`config.mk`:
```
export PLATFORM = sky130hd
export DESIGN_NAME = prg_loader
export DESIGN_NICKNAME = d
export VERILOG_FILES = /design/src/rtl/prg_loader.sv
export SDC_FILE = /design/constraint.sdc
export NUM_CORES = 1
export LEC_CHECK = 0
export CAP_MARGIN = 20
export CORE_ASPECT_RATIO = 0.8
export CORE_UTILIZATION = 35
export CTS_BUF_LIST = sky130_fd_sc_hd__clkbuf_8 sky130_fd_sc_hd__clkbuf_16
export DETAILED_ROUTE_END_ITERATION = 12
export GPL_TIMING_DRIVEN = 0
export PLACE_DENSITY = 0.5
export REMOVE_ABC_BUFFERS = 1
export SLEW_MARGIN = 20
export SYNTH_ARGS = -nofsm -noshare
export SYNTH_HDL_FRONTEND = slang
export SYNTH_SLANG_ARGS = --single-unit
```
`constraint.sdc`:
```
create_clock -name clk_sys -period 3.03 [get_ports clk_sys]
set_clock_uncertainty 0.1 [all_clocks]
set_input_delay 0.4545 -clock clk_sys [delete_from_list [all_inputs] [get_ports clk_sys]]
set_output_delay 0.4545 -clock clk_sys [all_outputs]
set_load 0.01 [all_outputs]
```
`src/rtl/prg_loader.sv`:
```
// ----------------------------------------------------------------------------
// prg_loader
//
// Streaming program/cartridge loader placed between the data_io download port
// and the external-memory arbiter.
//
//  * Optionally parses a two-byte little-endian load address at the start of
//    a download; otherwise the image loads at FIXED_ADDR.
//  * Payload bytes are buffered in a small FIFO and written to memory one at a
//    time over a req/ack handshake. The registered mem_* outputs act as the
//    FIFO's read register, so up to FIFO_DEPTH+1 bytes can be in flight.
//  * After the payload has drained, the end-of-program address is written
//    (low byte, then high byte) to each entry of a table of zero-page
//    pointer locations.
//  * If the image was loaded at AUTORUN_ADDR, force_reset pulses for
//    RESET_HOLD cycles.
//
// Ports
//  clk_sys      in   system clock
//  reset_n      in   asynchronous active-low reset
//  dl_active    in   download in progress (rising edge starts a download)
//  dl_wr        in   one-cycle byte strobe
//  dl_data      in   download byte
//  hdr_mode     in   1: first two bytes are the load address (sampled at start)
//  inject_en    in   1: inject end pointers after load (sampled at start)
//  mem_req      out  memory write request
//  mem_addr     out  write address
//  mem_dout     out  write data
//  mem_ack      in   write accepted
//  busy         out  loader is not idle
//  end_addr     out  load address + payload byte count
//  overrun      out  sticky: a byte was dropped
//  hdr_err      out  sticky: download ended inside the header
//  wrap         out  sticky: payload address wrapped past all-ones
//  force_reset  out  autostart reset pulse
// ----------------------------------------------------------------------------
module prg_loader #(
    parameter int                 AW           = 16,
    parameter int                 FIFO_DEPTH   = 4,
    parameter int                 NPTR         = 4,
    parameter logic [NPTR*16-1:0] PTR_ADDRS    = {16'h00ae, 16'h0031, 16'h002f, 16'h002d},
    parameter logic [15:0]        FIXED_ADDR   = 16'ha000,
    parameter logic [15:0]        AUTORUN_ADDR = 16'ha000,
    parameter int                 RESET_HOLD   = 32
) (
    input  logic          clk_sys,
    input  logic          reset_n,
    input  logic          dl_active,
    input  logic          dl_wr,
    input  logic [7:0]    dl_data,
    input  logic          hdr_mode,
    input  logic          inject_en,
    output logic          mem_req,
    output logic [AW-1:0] mem_addr,
    output logic [7:0]    mem_dout,
    input  logic          mem_ack,
    output logic          busy,
    output logic [AW-1:0] end_addr,
    output logic          overrun,
    output logic          hdr_err,
    output logic          wrap,
    output logic          force_reset
);

    // ------------------------------------------------------------------------
    // Derived constants
    // ------------------------------------------------------------------------
    localparam int            PW        = (FIFO_DEPTH > 1) ? $clog2(FIFO_DEPTH) : 1;
    localparam int            IW        = $clog2(2 * NPTR + 1);   // injection step counter
    localparam int            TW        = IW - 1;                 // pointer-table index width
    localparam int            TN        = 1 << TW;                // padded table size
    localparam logic [PW:0]   DEPTH_C   = (PW + 1)'(FIFO_DEPTH);
    localparam logic [IW-1:0] INJ_LAST  = IW'(2 * NPTR);
    localparam logic [31:0]   HOLD_LAST = 32'(RESET_HOLD - 1);
    localparam logic [AW-1:0] FIXED_C   = AW'(FIXED_ADDR);
    localparam logic [AW-1:0] AUTORUN_C = AW'(AUTORUN_ADDR);

    typedef enum logic [2:0] {
        IDLE,
        HDR_LO,
        HDR_HI,
        DATA,
        DRAIN,
        INJECT,
        RST
    } state_t;

    // ------------------------------------------------------------------------
    // State
    // ------------------------------------------------------------------------
    state_t          state_reg;
    logic            dl_active_q_reg;
    logic            inject_en_reg;
    logic [7:0]      load_lo_reg;
    logic [AW-1:0]   load_addr_reg;
    logic [AW-1:0]   addr_cnt_reg;     // address of the next byte to be presented
    logic [PW-1:0]   wr_ptr_reg;
    logic [PW-1:0]   rd_ptr_reg;
    logic [PW:0]     fifo_count_reg;
    logic [IW-1:0]   inj_idx_reg;      // number of injection writes presented
    logic [31:0]     hold_cnt_reg;

    logic [7:0]      fifo_mem [FIFO_DEPTH];

    // ------------------------------------------------------------------------
    // Pointer table, padded to a power of two so the injection counter can
    // index it directly without a range check.
    // ------------------------------------------------------------------------
    logic [AW-1:0]   ptr_tab [TN];

    generate
        for (genvar gi = 0; gi < TN; gi++) begin : g_ptr
            if (gi < NPTR) begin : g_used
                assign ptr_tab[gi] = AW'(PTR_ADDRS[gi*16 +: 16]);
            end else begin : g_pad
                assign ptr_tab[gi] = '0;
            end
        end
    endgenerate

    // ------------------------------------------------------------------------
    // Combinational control
    // ------------------------------------------------------------------------
    logic            dl_rise;
    logic            fifo_empty;
    logic            fifo_full;
    logic            out_free;     // output register can take a new byte this cycle
    logic            pop;
    logic            push;
    logic            drop;
    logic            inj_present;
    logic            autorun_hit;
    logic [AW-1:0]   inj_addr;
    logic [7:0]      inj_data;

    always_comb begin
        dl_rise     = dl_active && !dl_active_q_reg;
        fifo_empty  = (fifo_count_reg == '0);
        fifo_full   = (fifo_count_reg == DEPTH_C);
        out_free    = !mem_req || mem_ack;

        // The FIFO is always empty during injection; excluding INJECT keeps
        // the output register dedicated to pointer writes there.
        pop         = (state_reg != INJECT) && !fifo_empty && out_free;

        // A push into a full FIFO is fine if the head leaves in the same cycle.
        push        = (state_reg == DATA) && dl_wr && (!fifo_full || pop);

        inj_present = (state_reg == INJECT) && (inj_idx_reg != INJ_LAST) && out_free;
        inj_addr    = ptr_tab[inj_idx_reg[IW-1:1]] + AW'(inj_idx_reg[0]);
        inj_data    = inj_idx_reg[0] ? end_addr[15:8] : end_addr[7:0];

        autorun_hit = (load_addr_reg == AUTORUN_C);

        // Bytes are only consumed in the header and data states. A strobe in
        // the same cycle as the download start is not part of the image.
        case (state_reg)
            IDLE:           drop = dl_wr && !dl_rise;
            HDR_LO, HDR_HI: drop = 1'b0;
            DATA:           drop = dl_wr && !push;
            default:        drop = dl_wr;
        endcase
    end

    // ------------------------------------------------------------------------
    // Payload buffer storage (no reset; contents are qualified by the count)
    // ------------------------------------------------------------------------
    always_ff @(posedge clk_sys) begin
        if (push) begin
            fifo_mem[wr_ptr_reg] <= dl_data;
        end
    end

    // ------------------------------------------------------------------------
    // FSM, FIFO pointers and registered outputs
    // ------------------------------------------------------------------------
    always_ff @(posedge clk_sys or negedge reset_n) begin
        if (!reset_n) begin
            state_reg       <= IDLE;
            dl_active_q_reg <= 1'b0;
            inject_en_reg   <= 1'b0;
            load_lo_reg     <= '0;
            load_addr_reg   <= '0;
            addr_cnt_reg    <= '0;
            wr_ptr_reg      <= '0;
            rd_ptr_reg      <= '0;
            fifo_count_reg  <= '0;
            inj_idx_reg     <= '0;
            hold_cnt_reg    <= '0;
            mem_req         <= 1'b0;
            mem_addr        <= '0;
            mem_dout        <= '0;
            busy            <= 1'b0;
            end_addr        <= '0;
            overrun         <= 1'b0;
            hdr_err         <= 1'b0;
            wrap            <= 1'b0;
            force_reset     <= 1'b0;
        end else begin
            dl_active_q_reg <= dl_active;

            // ---------------- FIFO bookkeeping ----------------
            if (push) begin
                wr_ptr_reg <= wr_ptr_reg + 1'b1;
            end
            if (pop) begin
                rd_ptr_reg <= rd_ptr_reg + 1'b1;
            end
            case ({push, pop})
                2'b10:   fifo_count_reg <= fifo_count_reg + 1'b1;
                2'b01:   fifo_count_reg <= fifo_count_reg - 1'b1;
                default: ;
            endcase

            if (drop) begin
                overrun <= 1'b1;
            end

            // ---------------- write completion ----------------
            // end_addr tracks payload writes only, so it stays frozen while
            // the pointer table is being written.
            if (mem_req && mem_ack && (state_reg != INJECT)) begin
                end_addr <= mem_addr + 1'b1;
                if (mem_addr == '1) begin
                    wrap <= 1'b1;
                end
            end

            // ---------------- output register ----------------
            if (pop) begin
                mem_req      <= 1'b1;
                mem_addr     <= addr_cnt_reg;
                mem_dout     <= fifo_mem[rd_ptr_reg];
                addr_cnt_reg <= addr_cnt_reg + 1'b1;
            end else if (inj_present) begin
                mem_req      <= 1'b1;
                mem_addr     <= inj_addr;
                mem_dout     <= inj_data;
                inj_idx_reg  <= inj_idx_reg + 1'b1;
            end else if (mem_ack) begin
                mem_req      <= 1'b0;
            end

            // ---------------- sequencing ----------------
            case (state_reg)
                IDLE: begin
                    if (dl_rise) begin
                        inject_en_reg  <= inject_en;
                        overrun        <= 1'b0;
                        hdr_err        <= 1'b0;
                        wrap           <= 1'b0;
                        wr_ptr_reg     <= '0;
                        rd_ptr_reg     <= '0;
                        fifo_count_reg <= '0;
                        busy           <= 1'b1;
                        if (hdr_mode) begin
                            state_reg <= HDR_LO;
                        end else begin
                            state_reg     <= DATA;
                            load_addr_reg <= FIXED_C;
                            addr_cnt_reg  <= FIXED_C;
                        end
                    end
                end

                HDR_LO: begin
                    if (!dl_active) begin
                        hdr_err   <= 1'b1;
                        busy      <= 1'b0;
                        state_reg <= IDLE;
                    end else if (dl_wr) begin
                        load_lo_reg <= dl_data;
                        state_reg   <= HDR_HI;
                    end
                end

                HDR_HI: begin
                    if (!dl_active) begin
                        hdr_err   <= 1'b1;
                        busy      <= 1'b0;
                        state_reg <= IDLE;
                    end else if (dl_wr) begin
                        load_addr_reg <= AW'({dl_data, load_lo_reg});
                        addr_cnt_reg  <= AW'({dl_data, load_lo_reg});
                        state_reg     <= DATA;
                    end
                end

                DATA: begin
                    // A strobe coinciding with the fall is pushed above.
                    if (!dl_active) begin
                        state_reg <= DRAIN;
                    end
                end

                DRAIN: begin
                    // Done once the buffer is empty and the last write is
                    // either absent or being acknowledged this cycle.
                    if (fifo_empty && out_free) begin
                        if (inject_en_reg) begin
                            inj_idx_reg <= '0;
                            state_reg   <= INJECT;
                        end else if (autorun_hit) begin
                            force_reset  <= 1'b1;
                            hold_cnt_reg <= '0;
                            state_reg    <= RST;
                        end else begin
                            busy      <= 1'b0;
                            state_reg <= IDLE;
                        end
                    end
                end

                INJECT: begin
                    // All writes presented; leave on the final acknowledge.
                    if ((inj_idx_reg == INJ_LAST) && mem_req && mem_ack) begin
                        if (autorun_hit) begin
                            force_reset  <= 1'b1;
                            hold_cnt_reg <= '0;
                            state_reg    <= RST;
                        end else begin
                            busy      <= 1'b0;
                            state_reg <= IDLE;
                        end
                    end
                end

                RST: begin
                    if (hold_cnt_reg == HOLD_LAST) begin
                        force_reset <= 1'b0;
                        busy        <= 1'b0;
                        state_reg   <= IDLE;
                    end else begin
                        hold_cnt_reg <= hold_cnt_reg + 1'b1;
                    end
                end

                default: begin
                    state_reg <= IDLE;
                end
            endcase
        end
    end

endmodule

```
==> flow_summary.toml, run 1 <==
[setup_path]
rr_endpoint = "hold_cnt_reg[17]$_DFFE_PN0P_"
cp-startpoint = "state_reg[0]$_DFFE_PN0P_"
criticalPathCategory = "register to register"
cp-start-kind = "register"
r2r_start = "state_reg[0]$_DFFE_PN0P_"
endpoint = "hold_cnt_reg[17]$_DFFE_PN0P_"
critPathMaxFanout = 25
worstPathArrival_ns = 3.07
critical_path.endpoint_type = "register"
r2r_slack_ns = 0.21
worstPathRequired_ns = 3.28
r2r_cells = 6

[sta]
slew_headroom_pct = 29.4
rsz0062_at_grt = "false"
maxSlewViolCount = 0
period_needed_ns = 2.82
finalCritPeriodShare_pct = 93.2
hold_viol = 0
finalWorstSetupSlack_ns = 0.205
final-setup-viol-count = 0
max_freq_mhz = 354
worst-slew-pin-transition_ns = 1.06

[clock_network]
clock_sinks = 166
cts_htree_levels = 4
cts.reportedPaths.clkPinSlew_ns = 0.08
cts_tree = "yes"
clock_latency_ns = 0.43
cts_made_buffers = 17
clockRootBuffer = "clkbuf_16"
clk_path_buf_depth = 2

[cells_and_area]
drive_above_1_share_pct = 9.68
fillers = 2146
fin_cells = 1143
nets = 852
area_growth_pct = 19.5
final_util_pct = 42.9
final_common_cell = "dfrtp_1"
final_cell_mix = "133 x dfrtp_1, 105 x nand2_1, 66 x o21ai_0"
num_antenna_cells = 0

[power]
power_mw = 9.23
pwr_density_cell_nw_per_um2 = 951
leakagePower_nw = 3.86
ir_worst_vdd_mv = 0.381

[global_routing]
grt_pass1_wl_um = 34100
grt_overflow = 0
grt_start_max_net_pins = 97
antenna_found_initial = 0
grt_pass1_vias = 6019
grt_use_total_pct = 18.6

[synth]
ys_ff_latch = 166
synth_cells = 777
syn_avg_cell_area_um2 = 10.5
ys_warn_count = 0
synth.yosys.seq_area_share_pct = 53.1
synth_area_um2 = 8120
synth_flop_cell = "dfrtp_1"
yosysUniqueCellTypes = 54
synth-async-reset-ratio_pct = 80.7
synth_edf_count = 32

[floorplanning]
start_util_pct = 35.9
die_height_um = 138
die-width_um = 172
core_um2 = 22600
die_area_um2 = 23800
num_io_pins = 61
core.rowCount = 49

[drt]
ant_nets = 0
drt_iter0_drc = 455
wl_met2_um = 9170
route.layer.met1.wl_um = 11000
routedWlPerCell_um = 18.6
routed_wl_um = 21300
dr.pass1.iters = 5
route.detailed.drc = 0
dr.max_layer_used = "met4"
via_count = 6163
met3_length_um = 882
vias_per_cell = 5.39

[worst_hold_path]
hp-class = "primary input to asynchronous set/reset pin"

[flow_run]
max_cap_viol_count = 0

[place]
dp_cells = 1108
place_ws_ns = -0.450
io_buffers = 60
place_hpwl_um = 14800
gp_congestion = 0.771

[outcome]
status = "completed"
[metal layers]
layer  up-vias  track usage (%)
met5         -                0
met4         0             4.70
met3        16             3.15
met2       128             26.4
met1      3094             29.2
li1       2925                -
[cell usage after synthesis, types with 5 or more instances]
| cell | instances | area, µm² |
|---|---|---|
| and2_1 | 8 | 50.1 |
| mux4_2 | 8 | 180 |
| or4_1 | 20 | 150 |
| nand2_1 | 105 | 394 |
| clkbuf_1 | 25 | 93.8 |
| or3_1 | 10 | 62.6 |
| and3_1 | 13 | 81.3 |
| a221o_1 | 11 | 110 |
| nand3_1 | 29 | 145 |
| xnor2_1 | 17 | 149 |
| o21ai_0 | 66 | 330 |
| a22o_1 | 9 | 78.8 |
| inv_1 | 28 | 105 |
| buf_2 | 8 | 40.0 |
| nand4_1 | 26 | 163 |
| ha_1 | 12 | 150 |
| nor2b_1 | 6 | 37.5 |
| mux2_2 | 14 | 158 |
| nor4_1 | 14 | 87.6 |
| nor2_1 | 47 | 176 |
| a22oi_1 | 5 | 37.5 |
| mux2i_1 | 12 | 120 |
| dfrtp_1 | 134 | 3350 |
| edfxtp_1 | 32 | 961 |
| o211ai_1 | 20 | 150 |
| a21oi_1 | 9 | 45.0 |
| nand2b_1 | 7 | 43.8 |
| nor3_1 | 15 | 75.1 |
| xor2_1 | 20 | 175 |
[where the power goes]
part	internal (mW)	switching, mW	leakage [nW]	total (mW)
clock network	1.12	1.07	0.294	2.19
logic	1.54	1.74	1.57	3.27
registers	2.93	0.827	1.99	3.76
[worst min-delay path by stage]
stage / from / to / slack [ns] / cells after the start
CTS: reset_n / wr_ptr_reg[1]$_DFF_PN0_ / 0.40 / 2
finish: reset_n / wr_ptr_reg[1]$_DFF_PN0_ / 0.39 / 2
detailed placement: reset_n / addr_cnt_reg[14]$_DFF_PN0_ / 0.27 / 1
global route: reset_n / wr_ptr_reg[1]$_DFF_PN0_ / 0.42 / 2
floorplan: reset_n / addr_cnt_reg[0]$_DFF_PN0_ / 0.06 / 0
global placement: load_addr_reg[13]$_DFFE_PN0P_ / load_addr_reg[13]$_DFFE_PN0P_ / 0.36 / 1
[layout make-up]
class	count	area [µm²]	area share [%]
Timing Repair Buffer	68	697	7.18
Multi-Input combinational cell	543	3600	37.1
Clock buffer	17	425	4.38
Clock inverter	15	178	1.83
Tap cell	306	383	3.95
Inverter	28	105	1.08
Sequential cell	166	4320	44.5
[per-stage QoR]
step	area, µm²	hold WS [ns]	setup TNS, ns
after CTS	9660	0.397	0
after global placement	8920	0.364	-618.25
after detailed placement	9020	0.265	-15.70
after floorplan	7940	0.0589	0
after global routing	9700	0.421	0
final	9700	0.390	0
[cell families (layout without fill, tap and decap cells)]
kind of cell / after synthesis / in the layout / synth area share (%)
mux: 34 / 34 / 5.64
flops: 166 / 166 / 53.1
simple gates: 316 / 316 / 19.8
xor+xnor: 37 / 37 / 3.99
compound gates: 143 / 143 / 11.8
buf+inv: 68 / 128 / 3.54
fa+ha+maj: 13 / 13 / 2.10
[worst max-delay path: stages (launching register included)]
cell and delay, ns:
dfrtp_1 0.73, nor3b_1 0.19, nor3_1 0.34, and3_2 0.56, nand4_2 0.21, or4_1 0.45
a22oi_1 0.16
[repair_timing]
| item | 4_1_cts | 5_1_grt |
|---|---|---|
| endpoints found under the hold margin | 38 | 0 |
| setup buffers | 0 | 2 |
| hold buffers | 1 | 0 |
| endpoints found under the setup margin | 28 | 59 |
| pin swaps | 0 | 1 |
| gates resized for setup | 8 | 4 |
(Power assumes the default switching activity.)
==> run 2, diff against run 1 <==
--- a/config.mk
+++ b/config.mk
@@ -10,7 +10,6 @@
 export CORE_UTILIZATION = 35
 export CTS_BUF_LIST = sky130_fd_sc_hd__clkbuf_8 sky130_fd_sc_hd__clkbuf_16
 export DETAILED_ROUTE_END_ITERATION = 12
-export GPL_TIMING_DRIVEN = 0
 export PLACE_DENSITY = 0.5
 export REMOVE_ABC_BUFFERS = 1
 export SLEW_MARGIN = 20
==> flow_summary.toml, run 2 (synthesized netlist as in run 1, its figures left out) <==
[global_routing]
grt_start_max_net_pins = 59
grt_overflow = 0
grt_use_met2_pct = 25.2
grt_pass1_wl_um = 34700
grt_pass1_vias = 6110
grt_use_total_pct = 19.0
antenna_found_initial = 0
grtUsageMet1_pct = 30.8
busiest_layer = "met1"
use_met3_pct = 3.92

[sta]
setup_tns_ns = 0
maxSlewViolCount = 0
rsz0062_at_grt = "false"
hold_viol = 0
slew_headroom_pct = 31.9
finalCritPeriodShare_pct = 92.2
period_needed_ns = 2.79
worst-slew-pin-transition_ns = 1.02
max_freq_mhz = 358
final-setup-viol-count = 0

[setup_path]
critical_path.endpoint_type = "register"
worstPathArrival_ns = 3.00
cp-startpoint = "state_reg[2]$_DFFE_PN0P_"
r2r_cells = 6
critPathMaxFanout = 17
r2r_start = "state_reg[2]$_DFFE_PN0P_"
worstPathRequired_ns = 3.24
r2r_slack_ns = 0.24
criticalPathCategory = "register to register"
cp-start-kind = "register"

[cells_and_area]
fillers = 2133
num_antenna_cells = 0
final_cell_mix = "134 x dfrtp_1, 105 x nand2_1, 66 x o21ai_0"
final_util_pct = 43.1
final_common_cell = "dfrtp_1"
nets = 868
drive_above_1_share_pct = 9.96
area_growth_pct = 20.0

[clock_network]
cts.reportedPaths.clkPinSlew_ns = 0.07
cts_made_buffers = 17
clock_latency_ns = 0.43
clock_sinks = 166
clockRootBuffer = "clkbuf_16"
clk_path_buf_depth = 2
cts_tree = "yes"
cts_htree_levels = 4
ctsResizeCount = 0

[drt]
ant_nets = 0
route.detailed.drc = 0
routed_wl_um = 21500
dr.pass1.iters = 5
vias_per_cell = 5.39
via_count = 6250
drt_iter0_drc = 529
routedWlPerCell_um = 18.5

[floorplanning]
die_height_um = 138
die_area_um2 = 23800
die-width_um = 172
num_io_pins = 61
core_um2 = 22600
start_util_pct = 35.9
core.rowCount = 49

[worst_hold_path]
min_from = "load_addr_reg[13]$_DFFE_PN0P_"
hold_path_depth = 1
hp-class = "register to register"

[flow_run]
max_cap_viol_count = 0

[power]
leakagePower_nw = 3.93
ir_worst_vdd_mv = 0.396
pwr_density_cell_nw_per_um2 = 953

[outcome]
status = "completed"

[place]
gp_congestion = 0.849
io_buffers = 60
place_hpwl_um = 15200
-- run 2: worst max-delay path, cell delays in order, from the launching register on --
cell,delay (ns)
dfrtp_1,0.63
inv_1,0.20
nor3_1,0.43
nand3_1,0.22
nor3_2,0.81
or4_1,0.24
nand2_1,0.05
-- run 2: what timing repair did --
item | CTS | global route
buffers inserted | 0 | 0
hold buffers | 1 | 0
hold endpoints to repair | 56 | 0
-- run 2: area by class of cell --
class	instances	area [µm²]	area share [%]
Clock buffer	17	425	4.37
Clock inverter	15	166	1.71
Inverter	28	105	1.08
Multi-Input combinational cell	543	3530	36.2
Sequential cell	166	4310	44.3
Tap cell	306	383	3.93
Timing Repair Buffer	84	822	8.44
-- run 2: through the flow --
step           area, µm²  std cells  total power [mW]  setup WS (ns)  hold slack, ns
2_1_floorplan       7940        737              5.54          0.354          0.0589
3_3_place_gp        9140       1126              7.06          0.265           0.370
3_5_place_dp        9140       1126              7.15          0.146           0.377
4_1_cts             9740       1159              9.37          0.303           0.397
5_1_grt             9740       1159              9.91         0.0210           0.417
6_report            9740       1159              9.28          0.237           0.392
-- run 2: routing by layer --
layer  vias up  wire length, µm
met3        15             1330
met5         -                0
met4         0              204
li1       2974                -
met2       188             8790
met1      3073            11200
-- run 2: power by group --
group | switching (mW) | internal, mW | total [mW]
combinational | 1.75 | 1.63 | 3.38
sequential | 0.793 | 2.93 | 3.72
clock | 1.06 | 1.12 | 2.17
total | 3.60 | 5.68 | 9.28
-- run 2: final timing paths --
check,end
max in group asynchronous,hold_cnt_reg[9]$_DFFE_PN0P_
setup / recovery,hold_cnt_reg[15]$_DFFE_PN0P_
min in group asynchronous,load_addr_reg[14]$_DFFE_PN0P_
setup reg to reg,hold_cnt_reg[15]$_DFFE_PN0P_
hold / removal,load_addr_reg[13]$_DFFE_PN0P_
hold reg to reg,load_addr_reg[13]$_DFFE_PN0P_
==> run 3, diff against run 2 <==
--- a/config.mk
+++ b/config.mk
@@ -6,7 +6,7 @@
 export NUM_CORES = 1
 export LEC_CHECK = 0
 export CAP_MARGIN = 20
-export CORE_ASPECT_RATIO = 0.8
+export CORE_ASPECT_RATIO = 0.7
 export CORE_UTILIZATION = 35
 export CTS_BUF_LIST = sky130_fd_sc_hd__clkbuf_8 sky130_fd_sc_hd__clkbuf_16
 export DETAILED_ROUTE_END_ITERATION = 12
==> flow_summary.toml, run 3 (synthesized netlist as in run 1, its figures left out) <==
[drt]
route.detailed.drc = 0
ant_nets = 0
via_count = 6322
drt_iter0_drc = 578
routed_wl_um = 21900
dr.pass1.iters = 5
vias_per_cell = 5.43
routedWlPerCell_um = 18.8

[clock_network]
cts_made_buffers = 17
clk_path_buf_depth = 2
clock_latency_ns = 0.43
cts_hold_buf = 0
cts_tree = "yes"
clockRootBuffer = "clkbuf_16"
post_cts_buffers = 0
clock_sinks = 166
cts.reportedPaths.clkPinSlew_ns = 0.08
cts_htree_levels = 4

[sta]
holdWs_ns = 0.0364
worst-slew-pin-transition_ns = 0.991
final-setup-viol-count = 0
finalCritPeriodShare_pct = 88.9
maxSlewViolCount = 0
hold_viol = 0
setup_tns_ns = 0
rsz0062_at_grt = "false"
max_freq_mhz = 371
period_needed_ns = 2.69
slew_headroom_pct = 33.6

[worst_hold_path]
hp-class = "primary input to asynchronous set/reset pin"

[cells_and_area]
final_util_pct = 43.0
area_growth_pct = 20.1
fin_cells = 1165
final_common_cell = "dfrtp_1"
final_cell_mix = "134 x dfrtp_1, 105 x nand2_1, 66 x o21ai_0"
nets = 868
num_antenna_cells = 0
fillers = 2180
drive_above_1_share_pct = 10.2

[power]
ir_worst_vdd_mv = 0.464
intPower_mw = 5.67
power_mw = 9.28
swShare_pct = 38.9
clkPwrFrac_pct = 23.4
combinationalPowerShare_pct = 37.1
leakagePower_nw = 3.92
switchingPower_mw = 3.61
pwr_density_cell_nw_per_um2 = 951
pwr-share-seq_pct = 39.5

[floorplanning]
num_io_pins = 61
core.rowCount = 46
die_area_um2 = 23800
core_um2 = 22700
die_height_um = 129
die-width_um = 184
start_util_pct = 35.8

[setup_path]
critPathMaxFanout = 19
cp-start-kind = "register"
critical_path.endpoint_type = "register"
criticalPathCategory = "register to register"
worstPathRequired_ns = 3.27
worstPathArrival_ns = 2.93

[flow_run]
max_cap_viol_count = 0

[global_routing]
grt_overflow = 0
antenna_found_initial = 0
grt_use_total_pct = 19.4
grt_pass1_wl_um = 35100
grt_pass1_vias = 6078
grt_start_max_net_pins = 98

[place]
place_hpwl_um = 15700
gp_congestion = 0.852
dp_cells = 1133
io_buffers = 60

[outcome]
status = "completed"
==> run 3: cell types whose count changed in the layout (fill, tap and decap cells not counted), sizes merged <==
cell	before	now
dlygate4sd3	1	0
buf	24	25
clkinv	4	8
clkinvlp	0	1
inv	39	34
==> run 3: power groups by stage <==
| stage | Sequential [mW] | Clock, mW | Combinational, mW |
|---|---|---|---|
| after global routing | 3.78 | 2.31 | 3.81 |
| after CTS | 3.66 | 2.21 | 3.46 |
| after global placement | 3.67 | 0 | 3.38 |
| after floorplan | 3.65 | 0 | 1.89 |
| after detailed placement | 3.70 | 0 | 3.45 |
| final | 3.66 | 2.17 | 3.44 |
==> run 3: metal layers <==
| layer | share of wire (%) | up-vias | global-route usage, % |
|---|---|---|---|
| li1 | - | 2976 | - |
| met1 | 54 | 3133 | 31.7 |
| met2 | 40 | 201 | 26.0 |
| met3 | 5.4 | 12 | 3.23 |
| met4 | 0.73 | 0 | 4.75 |
| met5 | 0 | - | 0 |
==> run 3: metrics by stage <==
step	setup WS (ns)	area, µm²
2_1_floorplan	0.354	7940
3_3_place_gp	0.224	9140
3_5_place_dp	0.177	9140
4_1_cts	0.168	9750
5_1_grt	0.174	9760
6_report	0.336	9760
==> run 3: area by class of cell <==
class	instances	area [µm²]	share of cell area, %
sequential	166	4310	44.2
multi-input combinational	543	3530	36.2
timing repair buffer	84	807	8.27
clock buffer	17	425	4.36
tap	312	390	4.00
clock inverter	15	180	1.85
inverter	28	105	1.08
==> run 3: repair_timing <==
action | 4_1_cts | 5_1_grt
hold endpoints to repair | 0 | 0
resized for setup | 0 | 1
setup endpoints to repair | 0 | 1
==> run 3: worst paths after layout <==
path | start | endpoint | slack [ns] | cells after the start
max | hold_cnt_reg[28]$_DFFE_PN0P_ | hold_cnt_reg[17]$_DFFE_PN0P_ | 0.34 | 7
min | reset_n | hold_cnt_reg[29]$_DFFE_PN0P_ | 0.04 | 1
max reg2reg | hold_cnt_reg[28]$_DFFE_PN0P_ | hold_cnt_reg[17]$_DFFE_PN0P_ | 0.34 | 7
min reg2reg | end_addr[8]$_DFFE_PN0P_ | end_addr[8]$_DFFE_PN0P_ | 0.41 | 2
max in group asynchronous | reset_n | rd_ptr_reg[1]$_DFF_PN0_ | 2.06 | 2
min in group clk_sys | end_addr[8]$_DFFE_PN0P_ | end_addr[8]$_DFFE_PN0P_ | 0.41 | 2
==> run 3: critical path, stage by stage, from the launching register on <==
cell and delay [ns]:
dfrtp_1 0.42, nor4_1 0.44, nand2_1 0.17, or3_1 0.49, a21oi_4 0.41, buf_4 0.28
o31ai_1 0.11, a22oi_1 0.16
